--- config.mk ---
export PLATFORM = sky130hd
export DESIGN_NAME = psg_bus_master
export DESIGN_NICKNAME = d
export VERILOG_FILES = /design/src/rtl/psg_bus_master.sv
export SDC_FILE = /design/constraint.sdc
export NUM_CORES = 1
export LEC_CHECK = 0
export CORE_MARGIN = 5
export CORE_UTILIZATION = 45
export DETAILED_ROUTE_END_ITERATION = 8
export HOLD_SLACK_MARGIN = 0.02
export PLACE_DENSITY = 0.69
export RECOVER_POWER = 100
export SKIP_CTS_REPAIR_TIMING = 1
export SYNTH_ARGS = -nofsm -noshare
export SYNTH_HDL_FRONTEND = slang
export SYNTH_SLANG_ARGS = --single-unit
--- constraint.sdc ---
create_clock -name clock -period 3.5 [get_ports clock]
set_input_delay 0.35 -clock clock [delete_from_list [all_inputs] [get_ports clock]]
set_output_delay 0.35 -clock clock [all_outputs]
set_load 0.05 [all_outputs]
--- src/rtl/psg_bus_master.sv ---
// Hardware bus initiator for the dual-AY port protocol (0xFFFD select / 0xBFFD data).
// Build option: define PSG_READBACK_EN to enable register reads; otherwise read commands are dropped.
module psg_bus_master #(
  parameter int FIFO_DEPTH = 4,
  parameter int STROBE_LEN = 2
) (
  input  logic        clock,
  input  logic        reset,
  input  logic        ce,
  input  logic        cmd_valid,
  output logic        cmd_ready,
  input  logic        cmd_chip,
  input  logic        cmd_read,
  input  logic [3:0]  cmd_reg,
  input  logic [7:0]  cmd_val,
  output logic        rvalid,
  output logic [7:0]  rdata,
  output logic        busy,
  output logic        iorq,
  output logic        wr,
  output logic        rd,
  output logic [15:0] a,
  output logic [7:0]  d,
  input  logic [7:0]  q
);

  typedef struct packed {
    logic       chip;
    logic       rd;
    logic [3:0] rg;
    logic [7:0] val;
  } cmd_t;

  typedef enum logic [1:0] {S_IDLE, S_SETUP, S_STROBE, S_HOLD} state_e;
  typedef enum logic [1:0] {K_CHIPSEL, K_REGSEL, K_DATA} kind_e;

  localparam int AW = $clog2(FIFO_DEPTH);
  localparam int CW = (STROBE_LEN > 1) ? $clog2(STROBE_LEN) : 1;
  localparam logic [CW-1:0] CNT_LAST = CW'(STROBE_LEN - 1);

  // Command FIFO: pointers carry one extra wrap bit to tell full from empty.
  cmd_t        mem_q [FIFO_DEPTH];
  logic [AW:0] wptr_q, rptr_q;
  logic        empty, full, push, pop;
  cmd_t        head;

  assign empty     = (wptr_q == rptr_q);
  assign full      = (wptr_q[AW] != rptr_q[AW]) && (wptr_q[AW-1:0] == rptr_q[AW-1:0]);
  assign cmd_ready = !full;
  assign push      = cmd_valid && !full;
  assign head      = mem_q[rptr_q[AW-1:0]];

  always_ff @(posedge clock) begin
    if (push) mem_q[wptr_q[AW-1:0]] <= {cmd_chip, cmd_read, cmd_reg, cmd_val};
  end

  always_ff @(posedge clock or negedge reset) begin
    if (!reset) begin
      wptr_q <= '0;
      rptr_q <= '0;
    end else begin
      if (push) wptr_q <= wptr_q + 1'b1;
      if (pop)  rptr_q <= rptr_q + 1'b1;
    end
  end

  state_e      state_q;
  kind_e       kind_q;
  logic [CW-1:0] cnt_q;
  logic        chip_q;
  cmd_t        cur_q;
  logic        iorq_q, wr_q;
  logic [15:0] a_q;
  logic [7:0]  d_q;
`ifdef PSG_READBACK_EN
  logic        rd_q, rvalid_q;
  logic [7:0]  rdata_q;
`endif

  // Address/data presented in SETUP for a given cycle kind; reads leave d as it was.
  function automatic logic [23:0] bus_ad(input kind_e k, input cmd_t c, input logic [7:0] d_hold);
    case (k)
      K_CHIPSEL: bus_ad = {16'hFFFD, 7'h7F, ~c.chip};
      K_REGSEL:  bus_ad = {16'hFFFD, 4'h0, c.rg};
      default:   bus_ad = c.rd ? {16'hFFFD, d_hold} : {16'hBFFD, c.val};
    endcase
  endfunction

  kind_e       launch_kind, next_kind;
  logic        launch_ok;
  logic [23:0] launch_ad, next_ad;

  assign pop = ce && !empty && (state_q == S_IDLE || (state_q == S_HOLD && kind_q == K_DATA));

  always_comb begin
    launch_kind = (head.chip != chip_q) ? K_CHIPSEL : K_REGSEL;
    next_kind   = (kind_q == K_CHIPSEL) ? K_REGSEL : K_DATA;
`ifdef PSG_READBACK_EN
    launch_ok   = 1'b1;
`else
    launch_ok   = !head.rd;
`endif
  end

  assign launch_ad = bus_ad(launch_kind, head, d_q);
  assign next_ad   = bus_ad(next_kind, cur_q, d_q);

  always_ff @(posedge clock or negedge reset) begin
    if (!reset) begin
      state_q  <= S_IDLE;
      kind_q   <= K_REGSEL;
      cnt_q    <= '0;
      chip_q   <= 1'b0;
      cur_q    <= '0;
      iorq_q   <= 1'b1;
      wr_q     <= 1'b1;
      a_q      <= 16'hFFFF;
      d_q      <= 8'h00;
`ifdef PSG_READBACK_EN
      rd_q     <= 1'b1;
      rvalid_q <= 1'b0;
      rdata_q  <= 8'h00;
`endif
    end else begin
`ifdef PSG_READBACK_EN
      rvalid_q <= 1'b0;
`endif
      if (ce) begin
        case (state_q)
          S_IDLE, S_HOLD: begin
            if (state_q == S_HOLD && kind_q != K_DATA) begin
              if (kind_q == K_CHIPSEL) chip_q <= cur_q.chip;
              kind_q     <= next_kind;
              {a_q, d_q} <= next_ad;
              state_q    <= S_SETUP;
            end else if (pop) begin
              // The pop tick doubles as SETUP of the first bus cycle.
              cur_q <= head;
              if (launch_ok) begin
                kind_q     <= launch_kind;
                {a_q, d_q} <= launch_ad;
                state_q    <= S_SETUP;
              end else begin
                state_q    <= S_IDLE;
              end
            end else begin
              state_q <= S_IDLE;
            end
          end
          S_SETUP: begin
            state_q <= S_STROBE;
            cnt_q   <= '0;
            iorq_q  <= 1'b0;
`ifdef PSG_READBACK_EN
            if (kind_q == K_DATA && cur_q.rd) rd_q <= 1'b0;
            else                              wr_q <= 1'b0;
`else
            wr_q    <= 1'b0;
`endif
          end
          S_STROBE: begin
            if (cnt_q == CNT_LAST) begin
              state_q <= S_HOLD;
              iorq_q  <= 1'b1;
              wr_q    <= 1'b1;
`ifdef PSG_READBACK_EN
              rd_q    <= 1'b1;
              if (kind_q == K_DATA && cur_q.rd) begin
                rdata_q  <= q;
                rvalid_q <= 1'b1;
              end
`endif
            end else begin
              cnt_q <= cnt_q + 1'b1;
            end
          end
          default: state_q <= S_IDLE;
        endcase
      end
    end
  end

  assign iorq = iorq_q;
  assign wr   = wr_q;
  assign a    = a_q;
  assign d    = d_q;
  assign busy = !empty || (state_q != S_IDLE);

`ifdef PSG_READBACK_EN
  assign rd     = rd_q;
  assign rvalid = rvalid_q;
  assign rdata  = rdata_q;
`else
  logic unused_q;
  assign unused_q = ^q;
  assign rd     = 1'b1;
  assign rvalid = 1'b0;
  assign rdata  = 8'h00;
`endif

endmodule

-- After elaboration in Yosys (flattened, before gate mapping)
Memory sizes are Yosys's and may differ from the RTL's.
Index checks and enable logic that the tools add are counted.
- register bits: 51
- latch bits: 0
- RAM bits: 56
- ROM bits: 0
- input port bits: 26
- output and inout port bits: 38
- logic and storage cells: 84
- memories kept: 1
- memories (name ; depth ; width ; rd ports ; clocked after memory_dff ; wr ports ; RTL line ; text):
    mem_q ; 4 ; 14 ; 1 ; 0 ; 1 ; 42 ; cmd_t mem_q [FIFO_DEPTH];
- add/subtract/negate cells: 3
- multiply operators: 0
- divide/modulo/power cells: 0
- $lt $le $gt $ge: 0
- eq/ne operators: 14
- shift-type cells: 0
- mux-type cells: 25
- bitwise gates (word level): 3
- reductions and logical operators: 25
- operator list (operator ; count):
    $pmux W23 S2 ; 2
    $mux W16 ; 3
    $mux W8 ; 3
    $mux W23 ; 1
    $mux W2 ; 7
    $reduce_and A4 Y1 ; 3
    $logic_not A2 Y1 ; 4
    $add A3 B1 Y3 const B ; 2
    $eq A2 B2 Y1 const B ; 3
    $logic_and A1 B1 Y1 ; 6
    $mux W1 ; 6
    $pmux W2 S3 ; 1
    $reduce_bool A2 Y1 ; 3
    $reduce_and A5 Y1 ; 1
    $eq A2 B1 Y1 const B ; 2
    $ne A2 B2 Y1 const B ; 2
    $ne A4 B2 Y1 const B ; 1
    $pmux W1 S2 ; 2
    $reduce_and A2 Y1 ; 2
    $eq A3 B3 Y1 ; 1
    $not A1 Y1 ; 3
    $reduce_and A3 Y1 ; 1
    $eq A2 B2 Y1 ; 1
    $logic_not A1 Y1 ; 2
    other kinds (6) ; 8

-- Logic depth before layout (Yosys ltp)
An unclocked memory read counts as a cell.
- word-level depth: 8
- mapped depth: 7
- depth with buffers taken out: 6

-- Worst setup path after synthesis
No wires, ideal clock.
- path type: register to register
- start: reg rptr_q[1]
- end: reg wptr_q[2]
- library setup time: 0.151 ns
- arrival: 1.942 ns
- data required time: 3.349 ns
- path slack: 1.408 ns
- stages on the path, launching flop included: 6
- clock period less this slack: 2.092 ns
- cell sequence: dfrtp_1 -> buf_4 -> xnor2_1 -> nand3_1 -> and3_1 -> xor2_1
- longest elaborated chain between the ends: 4
- ends and longest elaborated chain (element ; RTL line ; text):
    start, declared ; 43 ; logic [AW:0] wptr_q, rptr_q;
    start signal, assigned ; 63 ; if (pop) rptr_q <= rptr_q + 1'b1;
    $eq A2 B2 Y1 ; 48 ; assign full = (wptr_q[AW] != rptr_q[AW]) && (wptr_q[AW-1:0] == rptr_q[AW-1:0]);
    $logic_and A1 B1 Y1 ; 48 ;
    $logic_not A1 Y1 ; n/a ;
    net cmd_ready ; 11 ; output logic cmd_ready,
    $logic_and A1 B1 Y1 ; 50 ; assign push = cmd_valid && !full;
    end signal, assigned ; 62 ; if (push) wptr_q <= wptr_q + 1'b1;
    end, declared ; 43 ;
The timed path passes the listed nets, and every way through them passes these cells.
A chain may end at the register's enable or synchronous reset.

-- Final worst setup path
- start: reg rptr_q[0]
- end: reg d_q[1], in the netlist d[1]
- longest elaborated chain between the ends: 8
- elaborated cells on any way between the ends: 16
- ends and longest elaborated chain (element ; RTL line ; text):
    $mem_v2 Z4 W14 ; n/a ;
    $ne A1 B1 Y1 ; 96 ; launch_kind = (head.chip != chip_q) ? K_CHIPSEL : K_REGSEL;
    $mux W1 ; 96 ;
    $eq A1 B1 Y1 / $logic_not A2 Y1 (equally long branches) ; 82 ; case (k)
    $pmux W23 S2 ; 82 ;
    $mux W8 ; 139 ; if (launch_ok) begin
    $mux W8 ; 136 ; end else if (pop) begin
    $mux W8 ; 131 ; if (state_q == S_HOLD && kind_q != K_DATA) begin
    end signal, assigned ; 134 ; {a_q, d_q} <= next_ad;
    end signal, assigned ; 141 ; {a_q, d_q} <= launch_ad;
    end, declared ; 74 ; logic [7:0] d_q;
Parallel ways exist; a longest one is shown, timed or not. The select of a mux whose other input is x is not followed.

==> impl_metrics.json <==
{
  "grt_overflow": 0,
  "antenna_cells": 0,
  "synth_enable_flop_cells": 56,
  "cts_buffers": 9,
  "vias": 2082,
  "grt_max_degree": 38,
  "synth.distinct_cells": 47,
  "die_w_um": 105.7,
  "grt_pass1_wl_mm": 10.52,
  "cts_max_level": 3,
  "critPathKind": "flop to flop",
  "clk_path_buf_depth": 2,
  "leakage_nw": 1.820,
  "synth-async-reset-ratio": 0.3978,
  "antenna_left": 0,
  "hp-class": "flop to flop",
  "maxSlewHeadroom": -0.2663,
  "setup_viol": 0,
  "startpoint_type": "flop",
  "hold_slack_ns": 0.4738,
  "drc": 0,
  "grt_antenna_before_repair": 0,
  "layout-drive-gt1-share": 0.1940,
  "grt_pass1_vias": 2069,
  "ys_seq_area_frac": 0.6339,
  "fmax_mhz": 347.7,
  "instances_no_fill": 410,
  "core-area_um2": 9065,
  "synth_area_um2": 4121,
  "firstDrtPassIters": 4,
  "timing_max_transition_violations_final": 38,
  "fp.dieH_um": 105.7,
  "clock-sinks": 93,
  "critical_path.startpoint": "rptr_q[0]$_DFFE_PN0P_",
  "crit_fanout": 12,
  "viasPerCell": 5.078,
  "die_area_um2": 11170,
  "place_area_um2": 4409,
  "max_slew.worst_pin.slew_ns": 1.899,
  "finalCriticalPeriod_ns": 2.876,
  "violations": "capacitance limit, slew limit",
  "cts_tree": "done",
  "crit-reg2reg-launch": "rptr_q[0]$_DFFE_PN0P_",
  "io_buffers": 31,
  "crit_arrival_ns": 3.12,
  "wl_mm": 6.270,
  "status": "complete, but fails checks",
  "final_nets": 328,
  "synth_area_per_cell_um2": 15.73,
  "ys.warnings.count": 0,
  "wire_per_inst_um": 15.29,
  "maxCapViolations": 1,
  "place_ws_ns": 0.8827,
  "syn_to_final_growth_pct": 11.51,
  "rsz0062_at_grt": "no",
  "dpl.hpwl_mm": 4.292,
  "required_ns": 3.74,
  "setup_slack_ns": 0.6236,
  "start_util": 0.4547,
  "fin_area_um2": 4596,
  "synth-seq-cells": 93,
  "post-route-period-util": 0.8218,
  "skew_ns": 0.01217,
  "totalNegativeSetupSlack_ns": 0,
  "dp.cells": 394,
  "drtIter0Drc": 79,
  "io_pins": 64,
  "nFillCells": 767,
  "setup.worst_path.end_class": "flop",
  "ir_drop_uv": 294.1,
  "gp_congestion": 0.7342,
  "hp-start": "a[14]$_DFFE_PN1P_",
  "path_clk_slew_ns": 0.10,
  "fp-row-count": 35,
  "power.density_nw_per_um2": 877.7,
  "synthFlopType": "edfxtp_1",
  "clk_latency_ns": 0.36,
  "groute.usage.overall": 0.1216,
  "syn_inst": 262,
  "root_buffer": "clkbuf_8",
  "total_power_mw": 4.034,
  "hold_viol": 0,
  "final_util": 0.5070
}
==> per-layer routing <==
metal	GRT usage	share of wire	vias up
li1	-	-	985
met1	0.1523	0.44	1039
met2	0.1990	0.49	50
met3	0.03246	0.049	8
met4	0.05273	0.019	0
met5	0	0	-
==> synthesized netlist by cell type, drive strengths merged (5+ instances only) <==
cell type | count | area share
a21oi | 7 | 0.0085
and3 | 6 | 0.0091
buf | 30 | 0.055
dfrtp | 33 | 0.20
edfxtp | 56 | 0.41
ha | 8 | 0.024
inv | 14 | 0.013
mux2 | 20 | 0.055
mux2i | 5 | 0.012
mux4 | 14 | 0.079
nand2 | 8 | 0.0073
nor2 | 6 | 0.0061
xnor2 | 5 | 0.012
==> worst max-delay path, cell delays in order, from the launching register on <==
cell      delay (ns)
dfrtp_1         0.78
mux4_2          0.60
nor3b_1         0.80
o211ai_4        0.24
mux2_2          0.33
==> power by group <==
group,switching (mW),internal (mW),leakage (nW),total [mW]
Clock,0.407,0.278,0.0968,0.685
Sequential,0.227,1.53,0.951,1.76
Combinational,0.902,0.687,0.772,1.59
==> cells by family (layout without fill, tap and decap cells) <==
group | Yosys count | in the layout | share of synthesized area
DFF | 93 | 93 | 0.6339
buffers and inverters | 47 | 62 | 0.07255
muxes | 39 | 39 | 0.1460
and+or+nand+nor | 38 | 38 | 0.05252
AOI/OAI and AO/OA | 26 | 26 | 0.04767
adders and majority gates | 9 | 9 | 0.02672
xor gates and xnor gates | 8 | 8 | 0.01882
other | 2 | 24 | 0.001822
==> cell type report <==
cell class / instances / area (µm²) / area share
sequential: 93 / 2613 / 0.5685
multi-input combinational: 144 / 1287 / 0.2802
timing repair buffer: 32 / 311.5 / 0.06779
tap: 111 / 138.9 / 0.03022
clock buffer: 9 / 123.9 / 0.02695
clock inverter: 7 / 68.82 / 0.01497
inverter: 14 / 52.55 / 0.01143
==> final timing paths <==
kind                                               to  slack (ns)  depth (start not counted)
worst max register to register       d[1]$_DFFE_PN0P_        0.62                          4
worst max-delay path                 d[1]$_DFFE_PN0P_        0.62                          4
min in group asynchronous       wptr_q[1]$_DFFE_PN0N_        0.50                          1
worst min-delay path                a[14]$_DFFE_PN1P_        0.47                          2
worst min register to register      a[14]$_DFFE_PN1P_        0.47                          2
max in group asynchronous            d[1]$_DFFE_PN0P_        1.90                          1
==> sequential cells by signal (all words and copies together) (netlist names) <==
register	flops
mem_q	56
cur_q	14
d	8
rptr_q	3
wptr_q	3
a	2
kind_q	2
state_q	2
chip_q	1
cnt_q	1
wr	1
==> layout by cell type, fill, tap and decap left out, drive strengths merged, types with 4 or more instances in the layout <==
master        n
mux2i         5
xnor2         5
clkbuf       10
a32o          4
nand2         8
o21ai         4
conb         24
mux2         20
a21oi         7
dlygate4sd3  28
inv          18
dfrtp        33
and3          6
dfstp         4
ha            8
mux4         14
edfxtp       56
nor2          6
Note: power is estimated with default switching activity, not from simulation.
